<file path="config.mk">
export PLATFORM = sky130hd
export DESIGN_NAME = button_conditioner
export DESIGN_NICKNAME = d
export VERILOG_FILES = /design/src/rtl/button_conditioner.sv
export SDC_FILE = /design/constraint.sdc
export NUM_CORES = 1
export LEC_CHECK = 0
export BUFFER_PORTS_ARGS = -buffer_cell sky130_fd_sc_hd__buf_2
export CAP_MARGIN = 20
export CORE_MARGIN = 10
export CORE_UTILIZATION = 30
export CTS_BUF_LIST = sky130_fd_sc_hd__clkbuf_4 sky130_fd_sc_hd__clkbuf_8
export DETAILED_ROUTE_END_ITERATION = 7
export PLACE_DENSITY = 0.41
export SYNTH_ARGS = -nofsm -noshare
export SYNTH_HDL_FRONTEND = slang
export SYNTH_SLANG_ARGS = --single-unit
</file>
<file path="constraint.sdc">
create_clock -name clk -period 6.7 [get_ports clk]
set_clock_uncertainty 0.05 [all_clocks]
set_input_delay 0.335 -clock clk [delete_from_list [all_inputs] [get_ports clk]]
set_output_delay 0.335 -clock clk [all_outputs]
set_load 0.1 [all_outputs]
</file>
<file path="src/rtl/button_conditioner.sv">
// Multi-channel push-button front end: two-flop synchroniser, debounce,
// and single-cycle press/release/long/repeat pulses per channel.
module button_conditioner #(
  parameter int unsigned N_BTN         = 4,
  parameter bit          ACTIVE_LOW    = 1'b1,
  parameter int unsigned DEB_CYCLES    = 65536,
  parameter int unsigned LONG_CYCLES   = 50000000,
  parameter int unsigned REPEAT_CYCLES = 10000000
) (
  input  logic             clk,
  input  logic             rst_n,
  input  logic [N_BTN-1:0] btn_raw,
  output logic [N_BTN-1:0] btn_level,
  output logic [N_BTN-1:0] btn_press,
  output logic [N_BTN-1:0] btn_release,
  output logic [N_BTN-1:0] btn_long,
  output logic [N_BTN-1:0] btn_repeat
);

  localparam int unsigned DW = (DEB_CYCLES > 2) ? $clog2(DEB_CYCLES) : 1;
  localparam int unsigned HW = $clog2(LONG_CYCLES + 1);
  localparam int unsigned RW = $clog2(REPEAT_CYCLES + 1);

  localparam logic [DW-1:0] DEB_MAX   = DW'(DEB_CYCLES - 1);
  localparam logic [HW-1:0] LONG_MAX  = HW'(LONG_CYCLES);
  localparam logic [RW-1:0] REP_LAST  = RW'(REPEAT_CYCLES - 1);

  typedef enum logic {
    IDLE = 1'b0,
    HELD = 1'b1
  } state_e;

  logic [N_BTN-1:0] sync0_q;
  logic [N_BTN-1:0] sync1_q;

  // Synchroniser; polarity is normalised so sync1_q is active high.
  always_ff @(posedge clk or negedge rst_n) begin
    if (!rst_n) begin
      sync0_q <= '0;
      sync1_q <= '0;
    end else begin
      sync0_q <= ACTIVE_LOW ? ~btn_raw : btn_raw;
      sync1_q <= sync0_q;
    end
  end

  for (genvar g = 0; g < N_BTN; g++) begin : g_ch
    state_e        state_q, state_d;
    logic [DW-1:0] deb_cnt_q, deb_cnt_d;
    logic [HW-1:0] hold_cnt_q, hold_cnt_d;
    logic [RW-1:0] rep_cnt_q, rep_cnt_d;
    logic          level_q, level_d;
    logic          long_done_q, long_done_d;
    logic          press_q, press_d;
    logic          release_q, release_d;
    logic          long_q, long_d;
    logic          repeat_q, repeat_d;

    always_ff @(posedge clk or negedge rst_n) begin
      if (!rst_n) begin
        state_q     <= IDLE;
        deb_cnt_q   <= '0;
        hold_cnt_q  <= '0;
        rep_cnt_q   <= '0;
        level_q     <= 1'b0;
        long_done_q <= 1'b0;
        press_q     <= 1'b0;
        release_q   <= 1'b0;
        long_q      <= 1'b0;
        repeat_q    <= 1'b0;
      end else begin
        state_q     <= state_d;
        deb_cnt_q   <= deb_cnt_d;
        hold_cnt_q  <= hold_cnt_d;
        rep_cnt_q   <= rep_cnt_d;
        level_q     <= level_d;
        long_done_q <= long_done_d;
        press_q     <= press_d;
        release_q   <= release_d;
        long_q      <= long_d;
        repeat_q    <= repeat_d;
      end
    end

    always_comb begin
      state_d     = state_q;
      deb_cnt_d   = deb_cnt_q;
      hold_cnt_d  = hold_cnt_q;
      rep_cnt_d   = rep_cnt_q;
      level_d     = level_q;
      long_done_d = long_done_q;
      press_d     = 1'b0;
      release_d   = 1'b0;
      long_d      = 1'b0;
      repeat_d    = 1'b0;

      // Debounce: any sample matching the accepted level restarts the count.
      if (sync1_q[g] == level_q) begin
        deb_cnt_d = '0;
      end else if (deb_cnt_q != DEB_MAX) begin
        deb_cnt_d = deb_cnt_q + DW'(1);
      end else begin
        deb_cnt_d = '0;
        level_d   = ~level_q;
        press_d   = ~level_q;
        release_d = level_q;
      end

      case (state_q)
        IDLE: begin
          if (press_d) begin
            state_d     = HELD;
            hold_cnt_d  = '0;
            rep_cnt_d   = '0;
            long_done_d = 1'b0;
          end
        end
        HELD: begin
          // A release toggle takes priority over any long/repeat event.
          if (release_d) begin
            state_d     = IDLE;
            hold_cnt_d  = '0;
            rep_cnt_d   = '0;
            long_done_d = 1'b0;
          end else if (!long_done_q) begin
            hold_cnt_d = hold_cnt_q + HW'(1);
            if (hold_cnt_d == LONG_MAX) begin
              long_d      = 1'b1;
              long_done_d = 1'b1;
              rep_cnt_d   = '0;
            end
          end else if (rep_cnt_q == REP_LAST) begin
            repeat_d  = 1'b1;
            rep_cnt_d = '0;
          end else begin
            rep_cnt_d = rep_cnt_q + RW'(1);
          end
        end
        default: state_d = IDLE;
      endcase
    end

    assign btn_level[g]   = level_q;
    assign btn_press[g]   = press_q;
    assign btn_release[g] = release_q;
    assign btn_long[g]    = long_q;
    assign btn_repeat[g]  = repeat_q;
  end

endmodule
</file>
[Word-level counts from Yosys, hierarchy flattened]
Cells that the tools add are included.
Storage, ports and cells
  register bits after elaboration: 300
  output and inout bits: 20
  logic and storage cells: 235
Cells by class
  add/sub/neg operators: 12
  eq/ne operators: 28
  multiplexer cells: 124
  bitwise operators: 17
  reduce and logical (&&, ||, !) cells: 12
Operator list (number)
  $mux 24: 20
  $mux 26: 12
  $pmux 26 s2: 4
  $pmux 24 s2: 4
  $mux 16: 8
  $add 26x1->26 const B: 4
  $eq 26x26->1 const B: 4
  $add 24x1->24 const B: 4
  $eq 24x24->1 const B: 4
  $mux 1: 68
  $add 16x1->16 const B: 4
  $ne 16x16->1 const B: 4
  $reduce_and 2->1: 12
  $ne 4x1->1 const B: 4
  $not 1->1: 16
  $pmux 1 s2: 8
  $ne 3x2->1 const B: 4
  $ne 2x2->1 const B: 4
  $eq 1x1->1: 4
  $not 4->4: 1

[Logic depth before layout (Yosys ltp)]
  depth in word-level cells: 6
  gate-level depth with buffers: 12
  depth with buffers taken out: 9

[Least setup slack after synthesis]
Ideal clock, no wire load.
  path kind: reg2reg
  from: register g_ch[2].hold_cnt_q[0]
  to: register g_ch[2].rep_cnt_q[10]
  setup time: 0.124 ns
  arrival time: 2.728 ns
  setup slack: 3.798 ns
  stages on the path, launching flop included: 12
  clock period less this slack: 2.902 ns
  cell sequence: dfrtp_1 -> ha_1 -> nand3_2 -> or4_1 -> buf_2 -> nor3_4 -> nor4b_2 -> a311oi_1 -> nor4_4 -> o21ai_2 -> buf_6 -> a211o_1
Between the ends
  word-level cells in the longest chain between the ends: 4
Ends and longest elaborated chain
  start: declaration: line 50  | logic [HW-1:0] hold_cnt_q, hold_cnt_d;
  start signal: assignment: line 74  | hold_cnt_q <= hold_cnt_d;
  $add 26x1->26: line 126  | hold_cnt_d = hold_cnt_q + HW'(1);
  $eq 26x26->1: line 127  | if (hold_cnt_d == LONG_MAX) begin
  $ne 4x1->1 (no line)
  $reduce_and 2->1 (no line)
  end signal: assignment: line 75  | rep_cnt_q <= rep_cnt_d;
  end: declaration: line 51  | logic [RW-1:0] rep_cnt_q, rep_cnt_d;
No other way between the ends.
A chain may end at the register's enable or synchronous reset.

[Worst setup path in the final report]
  from: register g_ch[2].hold_cnt_q[0]
  to: register g_ch[2].rep_cnt_q[0]
Same word-level chain as after synthesis.

==> summary.txt <==
Synth
  – Unique masters post-synth: 71
  – Share of the synthesized area in the top cell type: 45.4%
  – Count of flip-flops with a built-in enable after synthesis: 0
  – Number of nets in the synthesized netlist: 1,907
  – Number of synthesis warnings: 0
  – Flip-flop and latch count after synthesis: 300
  – Ys async rst share: 100%
  – Sequential-to-total area share from yosys stat: 45.4%
  – Ranking of synthesized cells by area: dfrtp_1 (45%), o21ai_0 (6.1%), nor2_1 (4.8%)
  – Most common cell in the netlist: dfrtp_1
  – Number of cells produced by synthesis: 1,889
  – Synthesized area: 16,500 um^2
  – Predominant post-synthesis flop cell: dfrtp_1
  – Post-Synthesis Mean Instance Area: 8.75 um^2
  – Most used standard cells in the synthesized netlist: dfrtp_1 (300), nor2_1 (211), o21ai_0 (200)
  – Cell type contributing the most total cell area after synthesis: dfrtp_1

Floorplan
  – Std-Cell Core Area: 54,100 um^2
  – Overall die area: 64,900 um^2
  – Number of top-level pins: 26
  – Floorplan die width: 255 um
  – Die extent in y: 255 um
  – Site row count: 85
  – Starting density of the core: 30.5%

Flow run
  – Maximum capacitance violations: 0

Pwr
  – P_int: 2.94 mW
  – Sw frac: 23.4%
  – Leakage power total: 7.81 nW
  – Clk pwr share: 50.6%
  – Worst supply voltage drop on vdd: 0.115 mV
  – Power density over cell area: 209 nW/um^2
  – Power consumption: 3.83 mW
  – Combinational share of power: 1.6%
  – Share of total power in sequential cells: 47.8%
  – Switching pwr: 0.896 mW

Setup path
  – Startpoint of the most critical register-to-register path: g_ch[2].hold_cnt_q[0]
  – Critical path startpoint category: register
  – Reg-to-reg setup timing slack: 2.94 ns
  – Largest driver fanout on the critical path: 23
  – Category of the most critical setup path: register to register
  – Cells traversed along the worst timing path: ha_1 > nand3_2 > or4_1 > o22ai_1 > a31oi_1 > a311oi_1 > nor4_4 > o21ai_2 > mux2_2
  – Slowest cell on crit path: o21ai_2
  – Reg2reg end: g_ch[2].rep_cnt_q[0]
  – Critical path capture point type: register
  – Arrival time of data at the critical path endpoint: 4.28 ns
  – Length in cells of the worst reg-to-reg path: 9
  – Critical Path RT: 7.22 ns
  – CP max stage delay: 0.84 ns

Timing
  – Period minus WS final: 3.76 ns
  – Final Hold Violating Endpoints: 0
  – Setup violation total in the final timing report: 0
  – Max Clk Rate: 266 MHz
  – Max-slew violation count: 0
  – Unrepaired setup endpoints after global routing: false
  – Final clock period utilization by the worst path: 56.1%
  – Worst-margin pin slew: 1.07 ns
  – Tightest slew margin relative to the limit: 29.0%
  – Total Negative Setup Slacks: 0 ns
  – Final worst-path setup slack: 2.94 ns

Detailed routing
  – Via density per instance: 5.28
  – DRT antenna net count: 0
  – DRC violation count after routing: 0
  – Via count: 13,800
  – Iter 0 DRT Violations: 759
  – Routed wirelength normalized by instance count: 15.8 um
  – Final wirelength: 41.4 mm
  – Number of detailed-routing iterations run before antenna repair: 5

Clock network
  – Post-CTS setup buffer count: 0
  – CTS buffer count: 59
  – Max Root-Sink Buffers: 3
  – Clock transition at the registers of the reported paths: 0.06 ns
  – Number of clock sinks: 300
  – Clock tree from TritonCTS: built
  – H-tree depth: 2
  – Insertion delay to the later sink of the worst-skew pair: 0.67 ns
  – Root buffer cell: clkbuf_8

Placed design
  – HPWL reported at the end of detailed placement: 25.8 mm
  – Weighted congestion at the end of routability-driven global placement: 0.776
  – PortBufs: 25
  – Dpl ws: 2.94 ns
  – Post-detailed-placement cell area: 17,100 um^2

Finish
  – Cell area after layout: 18,400 um^2
  – Final nets: 1,902
  – # fillers: 5,556
  – Area of combinational cells with multiple inputs: 8310 um^2
  – Storage element area: 7510 um^2
  – Share of final-layout standard cells stronger than drive strength 1: 9.19%
  – Final core utilization: 34.0%
  – Layout-stage area growth over the synthesis result: 11.3%

Outcome
  – Run status: finished clean

Global route
  – Largest net degree at the start of global routing: 153
  – Number of antenna violations at the first check in global routing: 1
  – Vias in the first global route: 13,500
  – Total congestion overflow: 0
  – Combined global-route utilization of all metal layers: 12.9%
  – Global-route wire length before repair: 70.1 mm

Worst hold path
  – Worst min-delay path category: primary input to asynchronous set/reset pin
==> cells by family (layout without fill, tap and decap cells) <==
logic type | count (synthesis) | in the layout | share of synthesized area, %
fa+ha+maj | 12 | 12 | 0.909
compound gates | 478 | 478 | 17.7
flops | 300 | 300 | 45.4
other cells | 0 | 1 | 0
xor+xnor | 81 | 81 | 4.29
buf+inv | 152 | 188 | 4.27
mux | 11 | 11 | 0.727
simple gates | 855 | 855 | 26.7
==> final cells by class <==
cell class / count / share of cell area (%)
repair buffers: 43 / 1.65
diodes: 1 / 0.0136
multi-input cells: 1437 / 45.2
flip-flops and latches: 300 / 40.8
inverters: 43 / 0.878
well taps: 696 / 4.74
clock buffers: 93 / 6.42
clock inverters: 9 / 0.259
==> power groups by stage <==
| stage | clock network, mW | registers [mW] | logic (mW) |
|---|---|---|---|
| after floorplan | 0 | 1.86 | 0.0165 |
| after global placement | 0 | 1.86 | 0.0647 |
| after detailed placement | 0 | 1.86 | 0.0650 |
| after CTS | 2.04 | 1.83 | 0.0671 |
| after global routing | 2.12 | 1.83 | 0.0744 |
| final | 1.94 | 1.83 | 0.0614 |
==> worst max-delay path: cells and delay by family (launching register included) <==
family / cells / cell delay, ns
AO/OA/AOI/OAI: 4 / 1.60
AND/OR/NAND/NOR: 3 / 0.97
flip-flops: 1 / 0.47
multiplexers: 1 / 0.30
adder cells (fa/ha/maj): 1 / 0.29
==> metal layers <==
layer / up-vias / routed length, um / track usage, %
met1: 6712 / 20400 / 17.2
met5: - / 0 / 0
met4: 0 / 1050 / 4.45
li1: 6884 / - / -
met3: 76 / 1510 / 2.41
met2: 173 / 18400 / 20.5
==> through the flow <==
stage	cells	hold WS [ns]
2_1_floorplan	1889	-0.0106
3_3_place_gp	2511	0.283
3_5_place_dp	2513	0.286
4_1_cts	2620	0.197
5_1_grt	2622	0.266
6_report	2622	0.207
==> state kept, by name, indices dropped and copies added, names as in the netlist <==
name,cells
g_ch.state_q,4
g_ch.hold_cnt_q,104
g_ch.deb_cnt_q,64
g_ch.long_done_q,4
g_ch.level_q,4
g_ch.repeat_q,4
g_ch.press_q,4
sync1_q,4
sync0_q,4
g_ch.long_q,4
g_ch.rep_cnt_q,96
g_ch.release_q,4
==> worst max path at each step <==
stage / cells after the start / start / slack (ns) / to
2_1_floorplan: 11 / g_ch[2].hold_cnt_q[0] / 3.80 / g_ch[2].rep_cnt_q[10]
3_3_place_gp: 9 / g_ch[2].hold_cnt_q[0] / 3.02 / g_ch[2].rep_cnt_q[0]
3_5_place_dp: 9 / g_ch[2].hold_cnt_q[0] / 2.94 / g_ch[2].rep_cnt_q[0]
4_1_cts: 9 / g_ch[2].hold_cnt_q[0] / 2.92 / g_ch[2].rep_cnt_q[0]
5_1_grt: 9 / g_ch[2].deb_cnt_q[0] / 2.63 / g_ch[2].hold_cnt_q[11]
6_report: 9 / g_ch[2].hold_cnt_q[0] / 2.94 / g_ch[2].rep_cnt_q[0]
==> layout by cell type (no fill, tap or decap), drive strengths merged, types with 18 or more instances in the layout <==
cell type	netlist	final
dfrtp	300	300
nor2	211	211
o21ai	205	205
nand2	164	164
nand3	132	132
clkbuf	63	93
nand4	79	79
a21oi	79	79
and3	62	62
a31oi	59	59
nor3	58	58
xor2	55	55
inv	43	43
buf	46	38
o31ai	30	30
xnor2	26	26
nor4	24	24
and4	19	19
a21o	18	18
==> repair_timing <==
| item | CTS | global route |
|---|---|---|
| resized for setup | 0 | 0 |
| hold buffers | 5 | 0 |
| hold endpoints to repair | 84 | 0 |
Power figures use the tool's default switching activity.
